File: src/rtl/verin_pkg.sv
`default_nettype none
// ============================================================================
// Module      : verin_pkg
// Description : Shared constants for the actuator (verin) bus responder:
//               register word addresses, CTRL bit positions, default widths
//               and the reset value of the right end-stop limit.
// Revision    : 1.0 - initial release
// ============================================================================
package verin_pkg;

    // Default widths of the PWM counter and of the angle / end-stop values.
    localparam int c_cnt_w_def   = 16;
    localparam int c_angle_w_def = 12;

    // Register word addresses.
    localparam logic [2:0] c_addr_freq    = 3'd0;
    localparam logic [2:0] c_addr_duty    = 3'd1;
    localparam logic [2:0] c_addr_ctrl    = 3'd2;
    localparam logic [2:0] c_addr_butee_g = 3'd3;
    localparam logic [2:0] c_addr_butee_d = 3'd4;
    localparam logic [2:0] c_addr_status  = 3'd5;
    localparam logic [2:0] c_addr_angle   = 3'd6;

    // CTRL register bit positions.
    localparam int c_ctrl_enable = 0;
    localparam int c_ctrl_sens   = 1;

    // Right limit resets to full scale so the right stop is not reached
    // out of reset: all ones over the angle width.
    function automatic logic [31:0] butee_d_rst(input int width);
        return (32'h1 << width) - 32'h1;
    endfunction

endpackage : verin_pkg
`default_nettype wire

File: src/rtl/pwm_gen.sv
`default_nettype none
// ============================================================================
// Module      : pwm_gen
// Description : Free-running PWM generator. The period and high time are
//               taken from shadow copies that are refreshed only when a
//               period ends or when the generator is idle, so a change of
//               FREQ/DUTY never cuts a period short.
// Ports       : clk   - system clock
//               raz_n - asynchronous active-low reset
//               freq  - requested period in clk ticks
//               duty  - requested high time in clk ticks
//               pwm   - raw (ungated, combinational) PWM level
// Revision    : 1.0 - initial release
// ============================================================================
module pwm_gen #(
    parameter int CNT_W = 16
) (
    input  logic             clk,
    input  logic             raz_n,
    input  logic [CNT_W-1:0] freq,
    input  logic [CNT_W-1:0] duty,
    output logic             pwm
);

    logic [CNT_W-1:0] r_cnt;
    logic [CNT_W-1:0] r_freq_sh;
    logic [CNT_W-1:0] r_duty_sh;

    logic w_idle;
    logic w_wrap;
    logic w_reload;

    // A period shorter than two ticks cannot carry a pulse: counter parked.
    assign w_idle   = (r_freq_sh < CNT_W'(2));
    // Compared with >= so a counter can never run past the period.
    assign w_wrap   = (r_cnt >= (r_freq_sh - CNT_W'(1)));
    assign w_reload = w_idle | w_wrap;

    always_ff @(posedge clk or negedge raz_n) begin
        if (!raz_n) begin
            r_cnt     <= '0;
            r_freq_sh <= '0;
            r_duty_sh <= '0;
        end else if (w_reload) begin
            r_cnt     <= '0;
            r_freq_sh <= freq;
            r_duty_sh <= duty;
        end else begin
            r_cnt     <= r_cnt + CNT_W'(1);
        end
    end

    // DUTY >= FREQ gives a constant high naturally since r_cnt < FREQ.
    assign pwm = ~w_idle & (r_cnt < r_duty_sh);

endmodule : pwm_gen
`default_nettype wire

File: src/rtl/verin_bus_slave.sv
`default_nettype none
// ============================================================================
// Module      : verin_bus_slave
// Description : Register-mapped responder on the actuator control bus.
//               Decodes single-cycle bus writes/reads into a register bank,
//               drives the actuator PWM and direction, registers the tiller
//               angle and cuts drive when an end-stop limit is reached.
// Ports       : clk          - system clock
//               raz_n        - asynchronous active-low reset
//               address      - register word address
//               chip_select  - bus cycle valid
//               write_n      - 0 = write, 1 = read
//               write_data   - write payload
//               read_data    - registered read payload (latency 1)
//               angle_barre  - unsigned tiller angle from the ADC
//               pwm_out      - gated, registered actuator drive
//               sens         - registered direction (0 left, 1 right)
//               fin_butee    - bit0 left stop reached, bit1 right stop
// Revision    : 1.0 - initial release
// ============================================================================
module verin_bus_slave
    import verin_pkg::*;
#(
    parameter int CNT_W   = c_cnt_w_def,
    parameter int ANGLE_W = c_angle_w_def
) (
    input  logic               clk,
    input  logic               raz_n,
    input  logic [2:0]         address,
    input  logic               chip_select,
    input  logic               write_n,
    input  logic [31:0]        write_data,
    output logic [31:0]        read_data,
    input  logic [ANGLE_W-1:0] angle_barre,
    output logic               pwm_out,
    output logic               sens,
    output logic [1:0]         fin_butee
);

    localparam logic [31:0] c_butee_d_rst = butee_d_rst(ANGLE_W);

    logic [CNT_W-1:0]   r_freq;
    logic [CNT_W-1:0]   r_duty;
    logic [1:0]         r_ctrl;
    logic [ANGLE_W-1:0] r_butee_g;
    logic [ANGLE_W-1:0] r_butee_d;
    logic [ANGLE_W-1:0] r_angle;
    logic [1:0]         r_fin_butee;
    logic               r_pwm_out;
    logic               r_sens;
    logic [31:0]        r_read_data;

    logic        w_wr;
    logic        w_rd;
    logic        w_pwm_raw;
    logic        w_block;
    logic [31:0] w_rdata;
    logic        w_unused_bits;

    assign w_wr = chip_select & ~write_n;
    assign w_rd = chip_select &  write_n;

    // Only the low bits of each write are kept; the rest is don't-care.
    assign w_unused_bits = ^write_data;

    // ------------------------------------------------------------------
    // Register bank
    // ------------------------------------------------------------------
    always_ff @(posedge clk or negedge raz_n) begin
        if (!raz_n) begin
            r_freq    <= '0;
            r_duty    <= '0;
            r_ctrl    <= '0;
            r_butee_g <= '0;
            r_butee_d <= c_butee_d_rst[ANGLE_W-1:0];
        end else if (w_wr) begin
            case (address)
                c_addr_freq:    r_freq    <= write_data[CNT_W-1:0];
                c_addr_duty:    r_duty    <= write_data[CNT_W-1:0];
                c_addr_ctrl:    r_ctrl    <= write_data[1:0];
                c_addr_butee_g: r_butee_g <= write_data[ANGLE_W-1:0];
                c_addr_butee_d: r_butee_d <= write_data[ANGLE_W-1:0];
                default: ;  // STATUS, ANGLE and reserved are read-only
            endcase
        end
    end

    // ------------------------------------------------------------------
    // Read path: registers are read as they stand before the edge, so a
    // write followed by a read of the same address returns the new value.
    // ------------------------------------------------------------------
    always_comb begin
        w_rdata = '0;
        case (address)
            c_addr_freq:    w_rdata[CNT_W-1:0]   = r_freq;
            c_addr_duty:    w_rdata[CNT_W-1:0]   = r_duty;
            c_addr_ctrl:    w_rdata[1:0]         = r_ctrl;
            c_addr_butee_g: w_rdata[ANGLE_W-1:0] = r_butee_g;
            c_addr_butee_d: w_rdata[ANGLE_W-1:0] = r_butee_d;
            c_addr_status: begin
                // Angle field starts at bit 16 (bits 27:16 at 12 bits).
                w_rdata[1:0]           = r_fin_butee;
                w_rdata[2]             = r_pwm_out;
                w_rdata[16 +: ANGLE_W] = r_angle;
            end
            c_addr_angle:   w_rdata[ANGLE_W-1:0] = r_angle;
            default:        w_rdata = '0;
        endcase
    end

    always_ff @(posedge clk or negedge raz_n) begin
        if (!raz_n) begin
            r_read_data <= '0;
        end else if (w_rd) begin
            r_read_data <= w_rdata;
        end
    end

    // ------------------------------------------------------------------
    // PWM core
    // ------------------------------------------------------------------
    pwm_gen #(
        .CNT_W (CNT_W)
    ) u_pwm_gen (
        .clk   (clk),
        .raz_n (raz_n),
        .freq  (r_freq),
        .duty  (r_duty),
        .pwm   (w_pwm_raw)
    );

    // ------------------------------------------------------------------
    // Angle capture and end-stop detection (one stage each)
    // ------------------------------------------------------------------
    always_ff @(posedge clk or negedge raz_n) begin
        if (!raz_n) begin
            r_angle     <= '0;
            r_fin_butee <= '0;
        end else begin
            r_angle        <= angle_barre;
            r_fin_butee[0] <= (r_angle <= r_butee_g);
            r_fin_butee[1] <= (r_angle >= r_butee_d);
        end
    end

    // ------------------------------------------------------------------
    // Output gating: drive is cut only towards the stop that is reached;
    // with both stops flagged, both directions are blocked.
    // ------------------------------------------------------------------
    assign w_block = (~r_ctrl[c_ctrl_sens] & r_fin_butee[0]) |
                     ( r_ctrl[c_ctrl_sens] & r_fin_butee[1]);

    always_ff @(posedge clk or negedge raz_n) begin
        if (!raz_n) begin
            r_pwm_out <= 1'b0;
            r_sens    <= 1'b0;
        end else begin
            r_pwm_out <= w_pwm_raw & r_ctrl[c_ctrl_enable] & ~w_block;
            r_sens    <= r_ctrl[c_ctrl_sens];
        end
    end

    assign read_data = r_read_data;
    assign pwm_out   = r_pwm_out;
    assign sens      = r_sens;
    assign fin_butee = r_fin_butee;

endmodule : verin_bus_slave
`default_nettype wire

File: config.mk
export PLATFORM = sky130hd
export DESIGN_NAME = verin_bus_slave
export DESIGN_NICKNAME = d
export VERILOG_FILES = /design/src/rtl/verin_pkg.sv /design/src/rtl/pwm_gen.sv /design/src/rtl/verin_bus_slave.sv
export SDC_FILE = /design/constraint.sdc
export NUM_CORES = 1
export LEC_CHECK = 0
export BUFFER_PORTS_ARGS = -buffer_cell sky130_fd_sc_hd__buf_4
export CAP_MARGIN = 20
export CORE_AREA = 2 2 152 154
export CTS_CLUSTER_SIZE = 25
export DETAILED_ROUTE_END_ITERATION = 12
export DIE_AREA = 0 0 154 156
export SYNTH_ARGS = -nofsm -noshare
export SYNTH_HDL_FRONTEND = slang
export SYNTH_SLANG_ARGS = --single-unit
File: constraint.sdc
create_clock -name clk -period 7.9 [get_ports clk]
set_clock_uncertainty 0.05 [all_clocks]
set_input_delay 0.79 -clock clk [delete_from_list [all_inputs] [get_ports clk]]
set_output_delay 0.79 -clock clk [all_outputs]
set_load 0.05 [all_outputs]
==> results of run 1 <==
cell type report:
type | instances | area share, %
multi-input combinational | 458 | 40.4
inverter | 46 | 1.90
timing repair buffer | 72 | 6.22
clock inverter | 8 | 0.566
sequential | 150 | 41.6
clock buffer | 24 | 5.42
tap | 285 | 3.93
worst max-delay path, delay by kind of cell, from the launching register on:
kind / cells / cell delay, ns
compound gates: 1 / 0.58
xor+xnor: 1 / 0.17
simple gates: 6 / 1.91
buf+inv: 1 / 0.47
fa+ha+maj: 1 / 0.32
mux: 1 / 0.38
flops: 1 / 0.43
cell families after synthesis:
group           Yosys count
other cells               1
fa+ha+maj                57
compound gates          114
xor+xnor                 27
buf+inv                  75
mux                     107
flops                   150
simple gates            149
flip-flops by register name, indices dropped and copies added (netlist names):
name,flops
read_data,28
r_duty,16
r_freq,16
u_pwm_gen.r_cnt,16
u_pwm_gen.r_duty_sh,16
u_pwm_gen.r_freq_sh,16
r_angle,12
r_butee_d,12
r_butee_g,12
fin_butee,2
r_ctrl,2
pwm_out,1
sens,1
placed cells by master (no fill, tap or decap), types with 3 or more instances in the layout:
| master | netlist | layout |
|---|---|---|
| dfrtp_1 | 138 | 138 |
| mux2_2 | 76 | 76 |
| buf_4 | 6 | 70 |
| ha_1 | 57 | 57 |
| inv_1 | 46 | 46 |
| nand2_1 | 46 | 46 |
| nor2_1 | 42 | 42 |
| o21ai_0 | 38 | 38 |
| mux2i_1 | 27 | 27 |
| a21oi_1 | 23 | 23 |
| clkbuf_16 | 0 | 17 |
| xnor2_1 | 16 | 16 |
| a21o_1 | 14 | 14 |
| nand4_1 | 12 | 12 |
| a22o_1 | 12 | 12 |
| dfstp_2 | 12 | 12 |
| xor2_1 | 11 | 11 |
| o22a_1 | 9 | 9 |
| nand3_1 | 8 | 8 |
| nor3_1 | 7 | 7 |
| nor2b_1 | 7 | 7 |
| nand2b_1 | 6 | 6 |
| a211oi_1 | 5 | 5 |
| and3_1 | 4 | 4 |
| conb_1 | 1 | 4 |
| clkinv_2 | 0 | 4 |
| clkbuf_8 | 0 | 4 |
| a31oi_1 | 3 | 3 |
| and4_1 | 3 | 3 |
| mux2_4 | 3 | 3 |
| clkinvlp_4 | 0 | 3 |
| clkbuf_1 | 15 | 3 |
synthesized netlist by cell type (2+ instances only):
library cell,n
dfstp_2,12
and4_1,3
mux2_4,3
o31a_1,2
xor2_1,11
nor3_1,7
a221oi_1,2
mux2_2,76
a21oi_1,23
buf_2,4
buf_4,6
buf_6,2
dfrtp_1,138
a31oi_1,3
a21o_1,14
nor4_4,2
nand2b_1,6
nor2b_1,7
and2_1,2
or4_4,2
nand4_1,12
xnor2_1,16
nor2_1,42
inv_1,46
nand3b_1,2
clkbuf_1,15
nand3_1,8
o21ai_0,38
and3_1,4
nand2_1,46
a211oi_1,5
a22o_1,12
ha_1,57
o22a_1,9
mux2i_1,27
through the flow:
step / hold slack (ns) / std cells / total power [mW] / instance area [um^2] / setup slack, ns
after global placement: 0.396 / 1010 / 1.97 / 8500 / 3.45
final: 0.338 / 1043 / 2.72 / 9070 / 3.46
after CTS: 0.355 / 1042 / 2.75 / 9040 / 3.40
after floorplan: 0.354 / 683 / 1.75 / 7750 / 4.33
after global routing: 0.379 / 1043 / 2.92 / 9070 / 3.18
after detailed placement: 0.404 / 1010 / 1.99 / 8500 / 3.41
layer usage:
| metal | GRT usage [%] | up-vias | part of all wire [%] |
|---|---|---|---|
| li1 | - | 2521 | - |
| met1 | 20.6 | 2513 | 50 |
| met2 | 22.8 | 76 | 46 |
| met3 | 3.31 | 17 | 3.3 |
| met4 | 4.54 | 0 | 1.3 |
| met5 | 0 | - | 0 |
power by group through the flow:
stage / registers (mW) / logic [mW] / clock network (mW)
finish: 1.12 / 0.852 / 0.748
global route: 1.15 / 0.966 / 0.805
CTS: 1.13 / 0.861 / 0.767
detailed placement: 1.14 / 0.851 / 0
global placement: 1.13 / 0.833 / 0
floorplan: 1.16 / 0.593 / 0
final timing paths:
| path | start | end | slack (ns) |
|---|---|---|---|
| worst min register to register | read_data[2] | read_data[2] | 0.43 |
| max in group asynchronous | raz_n | r_butee_d[5] | 6.26 |
| min in group clk | angle_barre[2] | r_angle[2] | 0.42 |
| worst max register to register | u_pwm_gen.r_freq_sh[4] | u_pwm_gen.r_duty_sh[15] | 3.46 |
| worst min-delay path | raz_n | read_data[15] | 0.34 |
| worst max-delay path | u_pwm_gen.r_freq_sh[4] | u_pwm_gen.r_duty_sh[15] | 3.46 |
==> impl_metrics.py, run 1 <==
metrics = {
    "power": {
        "p_switching_mw": 0.926,
        "total_leakage_power_nw": 4.26,
        "switching_share_pct": 34.0,
        "p_per_area_nw_per_um2": 300,
        "seq_power_share_pct": 41.3,
        "p_int_mw": 1.80,
        "pwr-share-comb_pct": 31.3,
        "vdd_drop_max_v": 0.000151,
        "clock_power_share_pct": 27.5,
    },
    "global_routing": {
        "grt.overflow.total": 0,
        "antenna_found_initial": 0,
        "grt_pass1_wl_mm": 27.7,
        "grt_max_degree": 83,
        "grt_use_total_pct": 14.7,
        "grt_pass1_vias": 5198,
    },
    "logic_synthesis": {
        "synth_area_leaders": "dfrtp_1, mux2_2, ha_1",
        "synth-compound-area-share_pct": 9.55,
        "synthSimpleGateAreaFrac_pct": 9.71,
        "yosys.area_share.adder_pct": 9.21,
        "ys_warn_count": 0,
        "yosys.area.top_type_share_pct": 44.6,
        "seq_area_frac_synth_pct": 48.7,
        "muxShareOfSynthArea_pct": 15.4,
        "synth_ff_type": "dfrtp_1",
        "synth_cell_types": 51,
        "syn_area_per_cell_um2": 11.4,
        "synthArstFlopShare_pct": 100,
        "synth_top_family_by_area": "multiplexers",
        "yosys.area_share.xor_xnor_pct": 3.05,
        "netlist_area_um2": 7740,
        "ys_ff_latch": 150,
        "syn-instance-count": 680,
        "synth_edf_count": 0,
        "synth_area_leader_cell": "dfrtp_1",
    },
    "timing": {
        "min_period_over_period_pct": 56.2,
        "worst_slew_pin_slew_ns": 1.08,
        "fin_crit_ns": 4.44,
        "fmax_ghz": 0.225,
        "slew_violations": 0,
        "setup-violations-final": 0,
        "slew_headroom_pct": 27.8,
        "fin_tns_setup_ns": 0,
        "rsz0062_at_grt": "no",
        "finalHoldViolations": 0,
    },
    "routing": {
        "detail_route.wl_per_cell_um": 16.0,
        "drcViolationCount": 0,
        "avgViaCountPerCell": 4.92,
        "ant_nets": 0,
        "drt_pre_antenna_iters": 4,
        "wirelength_mm": 16.7,
        "vias": 5127,
        "dr.first_iter.drc_count": 269,
    },
    "critical_path": {
        "critPathMaxFanout": 30,
        "path_class": "flip-flop to flip-flop",
        "cpMostUsedCell": "or4_4",
        "cp-end-kind": "flip-flop",
        "max_stage_delay_ns": 0.58,
        "reg2regPathDepth": 11,
        "path_cells": "or4_4, or4_4, nor4_4, nand2_1, xor2_1, ha_1, nand4_1, or2_2, o221ai_4, buf_4, mux2_2",
        "cp_data_required_time_ns": 8.15,
        "start_kind": "flip-flop",
        "cp_slowest_cell": "o221ai_4",
        "critPathArrivalTime_ns": 4.69,
    },
    "clocking": {
        "root_buffer": "clkbuf_16",
        "cts_hold_buf": 0,
        "postCtsSetupBuffers": 0,
        "cts_tree": "built",
        "cts_htree_levels": 4,
        "clk_latency_ns": 0.42,
        "cts.sinks": 150,
        "clkTransAtPathRegs_ns": 0.06,
        "cts_max_path_buffers": 2,
        "cts_buffers": 17,
        "postCtsResizedCells": 0,
    },
    "floorplanning": {
        "pin_count": 87,
        "rows": 55,
        "die_area_um2": 24000,
        "start_util_pct": 34.6,
        "dieHeight_um": 156,
        "die_w_um": 154,
        "core_area_um2": 22400,
    },
    "placement": {
        "gp_congestion": 0.815,
        "io_buffers": 66,
        "dp_hpwl_mm": 12.0,
    },
    "hold_path": {
        "hold_class": "primary input to async pin",
    },
    "cells_and_area": {
        "final_util_pct": 40.5,
        "n_fill_cell": 2165,
        "regArea_um2": 3770,
        "syn_to_final_growth_pct": 17.1,
        "drive_above_1_share_pct": 26.4,
        "multi_input_area_um2": 3660,
        "diodes": 0,
        "num-nets-final": 853,
    },
    "flow_run": {
        "maxCapViolCount": 0,
    },
    "run_status": {
        "outcome": "complete, no violations",
    },
}
(Power assumes the default switching activity.)
==> run 2, diff against run 1 <==
==> constraint.sdc (replaced) <==
create_clock -name clk -period 4.5 [get_ports clk]
set_clock_uncertainty 0.05 [all_clocks]
set_input_delay 0.45 -clock clk [delete_from_list [all_inputs] [get_ports clk]]
set_output_delay 0.45 -clock clk [all_outputs]
set_load 0.05 [all_outputs]
==> run 2 against run 1 <==
The run now ends with hold timing left. Combinational power rose by 77%. Wire length rose by 1.9%. Worst setup slack got worse by 2.9 ns. Sequential power rose by 77%. Maximum frequency rose by 12%. Power rose by 84%. Cell count barely moved. Non-clock buffer count rose by 1. Critical path depth did not move. Clock power rose by 100%. Utilization rose by 0.34 points. Critical endpoint unchanged. Largest cell class unchanged. Highest routed layer unchanged.
==> impl_metrics.py, run 2 (synthesized netlist as in run 1, its figures left out) <==
metrics = {
    "critical_path": {
        "path_class": "flip-flop to flip-flop",
        "startpoint": "u_pwm_gen.r_freq_sh[4]",
        "start_kind": "flip-flop",
        "reg2reg_slack_ns": 0.54,
        "path_cells": "or4_4, or4_4, nor4_4, nand3b_1, xor2_1, ha_1, nand4_1, or2_2, o221ai_4, buf_4, mux2_2",
        "rr_startpoint": "u_pwm_gen.r_freq_sh[4]",
        "max_stage_delay_ns": 0.56,
        "crit_end": "u_pwm_gen.r_duty_sh[15]",
        "cp_slowest_cell": "or4_4",
        "cp_data_required_time_ns": 4.76,
        "cp-end-kind": "flip-flop",
        "critPathArrivalTime_ns": 4.22,
        "reg2regPathDepth": 11,
        "critPathMaxFanout": 28,
        "reg2reg_to": "u_pwm_gen.r_duty_sh[15]",
        "cpMostUsedCell": "or4_4",
    },
    "global_routing": {
        "grt_use_total_pct": 15.0,
        "grt_max_degree": 77,
        "grt_pass1_wl_mm": 28.3,
        "antenna_found_initial": 0,
        "grt_pass1_vias": 5244,
        "grt.overflow.total": 0,
    },
    "timing": {
        "slew_violations": 0,
        "slew_headroom_pct": 30.3,
        "whs_ns": -0.0121,
        "min_period_over_period_pct": 88.1,
        "worst_slew_pin_slew_ns": 1.04,
        "fin_crit_ns": 3.96,
        "fin_tns_setup_ns": 0,
        "finalHoldViolations": 6,
        "fmax_ghz": 0.252,
        "rsz0062_at_grt": "no",
        "setup_ws_ns": 0.538,
        "setup-violations-final": 0,
    },
    "power": {
        "seq_power_share_pct": 39.4,
        "vdd_drop_max_v": 0.000236,
        "total_power_mw": 5.01,
        "total_leakage_power_nw": 4.30,
        "clock_power_share_pct": 30.5,
        "p_per_area_nw_per_um2": 549,
        "p_int_mw": 3.36,
        "switching_share_pct": 33.1,
        "p_switching_mw": 1.66,
        "pwr-share-comb_pct": 30.1,
    },
    "run_status": {
        "violations": "hold timing",
        "outcome": "finished, violations left",
    },
    "clocking": {
        "cts_tree": "built",
        "cts.sinks": 150,
        "root_buffer": "clkbuf_16",
        "cts_htree_levels": 4,
        "cts_buffers": 17,
        "clkTransAtPathRegs_ns": 0.06,
        "postCtsResizedCells": 0,
        "cts_hold_buf": 0,
        "cts_max_path_buffers": 2,
        "clk_latency_ns": 0.43,
        "postCtsSetupBuffers": 0,
    },
    "floorplanning": {
        "die_area_um2": 24000,
        "die_w_um": 154,
        "rows": 55,
        "core_area_um2": 22400,
        "pin_count": 87,
        "start_util_pct": 34.6,
        "dieHeight_um": 156,
    },
    "placement": {
        "dp_hpwl_mm": 12.3,
        "detailedPlace.worstSlack_ns": 0.529,
        "place_area_um2": 8510,
        "io_buffers": 66,
        "gp_congestion": 0.844,
        "dpl.cell_count": 1012,
    },
    "routing": {
        "detail_route.wl_per_cell_um": 16.3,
        "wirelength_mm": 17.0,
        "avgViaCountPerCell": 4.95,
        "ant_nets": 0,
        "drcViolationCount": 0,
        "dr.first_iter.drc_count": 280,
        "drt_pre_antenna_iters": 4,
        "vias": 5172,
    },
    "cells_and_area": {
        "multi_input_area_um2": 3660,
        "syn_to_final_growth_pct": 18.1,
        "fin_area_um2": 9140,
        "regArea_um2": 3770,
        "fin_cells": 1044,
        "diodes": 0,
        "drive_above_1_share_pct": 26.7,
        "final_util_pct": 40.9,
        "layout_common_cells": "dfrtp_1, mux2_2, buf_4",
        "n_fill_cell": 2132,
        "largest_reg_flops": 28,
        "mostFrequentLayoutCell": "dfrtp_1",
        "num-nets-final": 854,
    },
    "hold_path": {
        "hold_class": "primary input to async pin",
    },
    "flow_run": {
        "maxCapViolCount": 0,
    },
}
==> run 2: area by class of cell <==
type | count | area share (%)
Sequential cell | 150 | 41.2
Multi-Input combinational cell | 458 | 40.0
Timing Repair Buffer | 73 | 6.04
Clock buffer | 20 | 5.00
Tap cell | 285 | 3.90
Clock inverter | 12 | 1.92
Inverter | 46 | 1.89
==> run 2: how the worst min path moves through the flow <==
stage          startpoint            end  slack, ns  cells past startpoint
4_1_cts             raz_n  read_data[15]       0.02                      1
2_1_floorplan       raz_n   fin_butee[0]       0.10                      0
3_3_place_gp    r_ctrl[1]           sens       0.40                      0
3_5_place_dp    r_ctrl[1]           sens       0.40                      0
6_report            raz_n     r_duty[15]      -0.01                      1
5_1_grt             raz_n     r_duty[15]       0.05                      1
==> run 2: routing by layer <==
metal | wire (um) | GRT usage [%] | vias to the layer above | share of wire, %
met2 | 7700 | 23.1 | 74 | 45
li1 | - | - | 2519 | -
met5 | 0 | 0 | - | 0
met3 | 514 | 3.08 | 16 | 3.0
met4 | 265 | 5.47 | 0 | 1.6
met1 | 8560 | 20.9 | 2563 | 50
==> run 2: power by group through the flow <==
| stage | Clock [mW] | Combinational [mW] | Sequential, mW |
|---|---|---|---|
| 6_report | 1.53 | 1.51 | 1.98 |
| 2_1_floorplan | 0 | 1.04 | 2.03 |
| 3_5_place_dp | 0 | 1.51 | 2.00 |
| 3_3_place_gp | 0 | 1.47 | 1.99 |
| 5_1_grt | 1.62 | 1.70 | 2.03 |
| 4_1_cts | 1.56 | 1.52 | 1.98 |
==> run 2: critical path: cells and delay by family, from the launching register on <==
family,cells,cell delay (ns)
AND/OR/NAND/NOR,6,1.95
XOR/XNOR,1,0.16
flip-flops,1,0.43
adder cells (fa/ha/maj),1,0.30
buffers and inverters,1,0.36
multiplexers,1,0.37
AO/OA/AOI/OAI,1,0.20
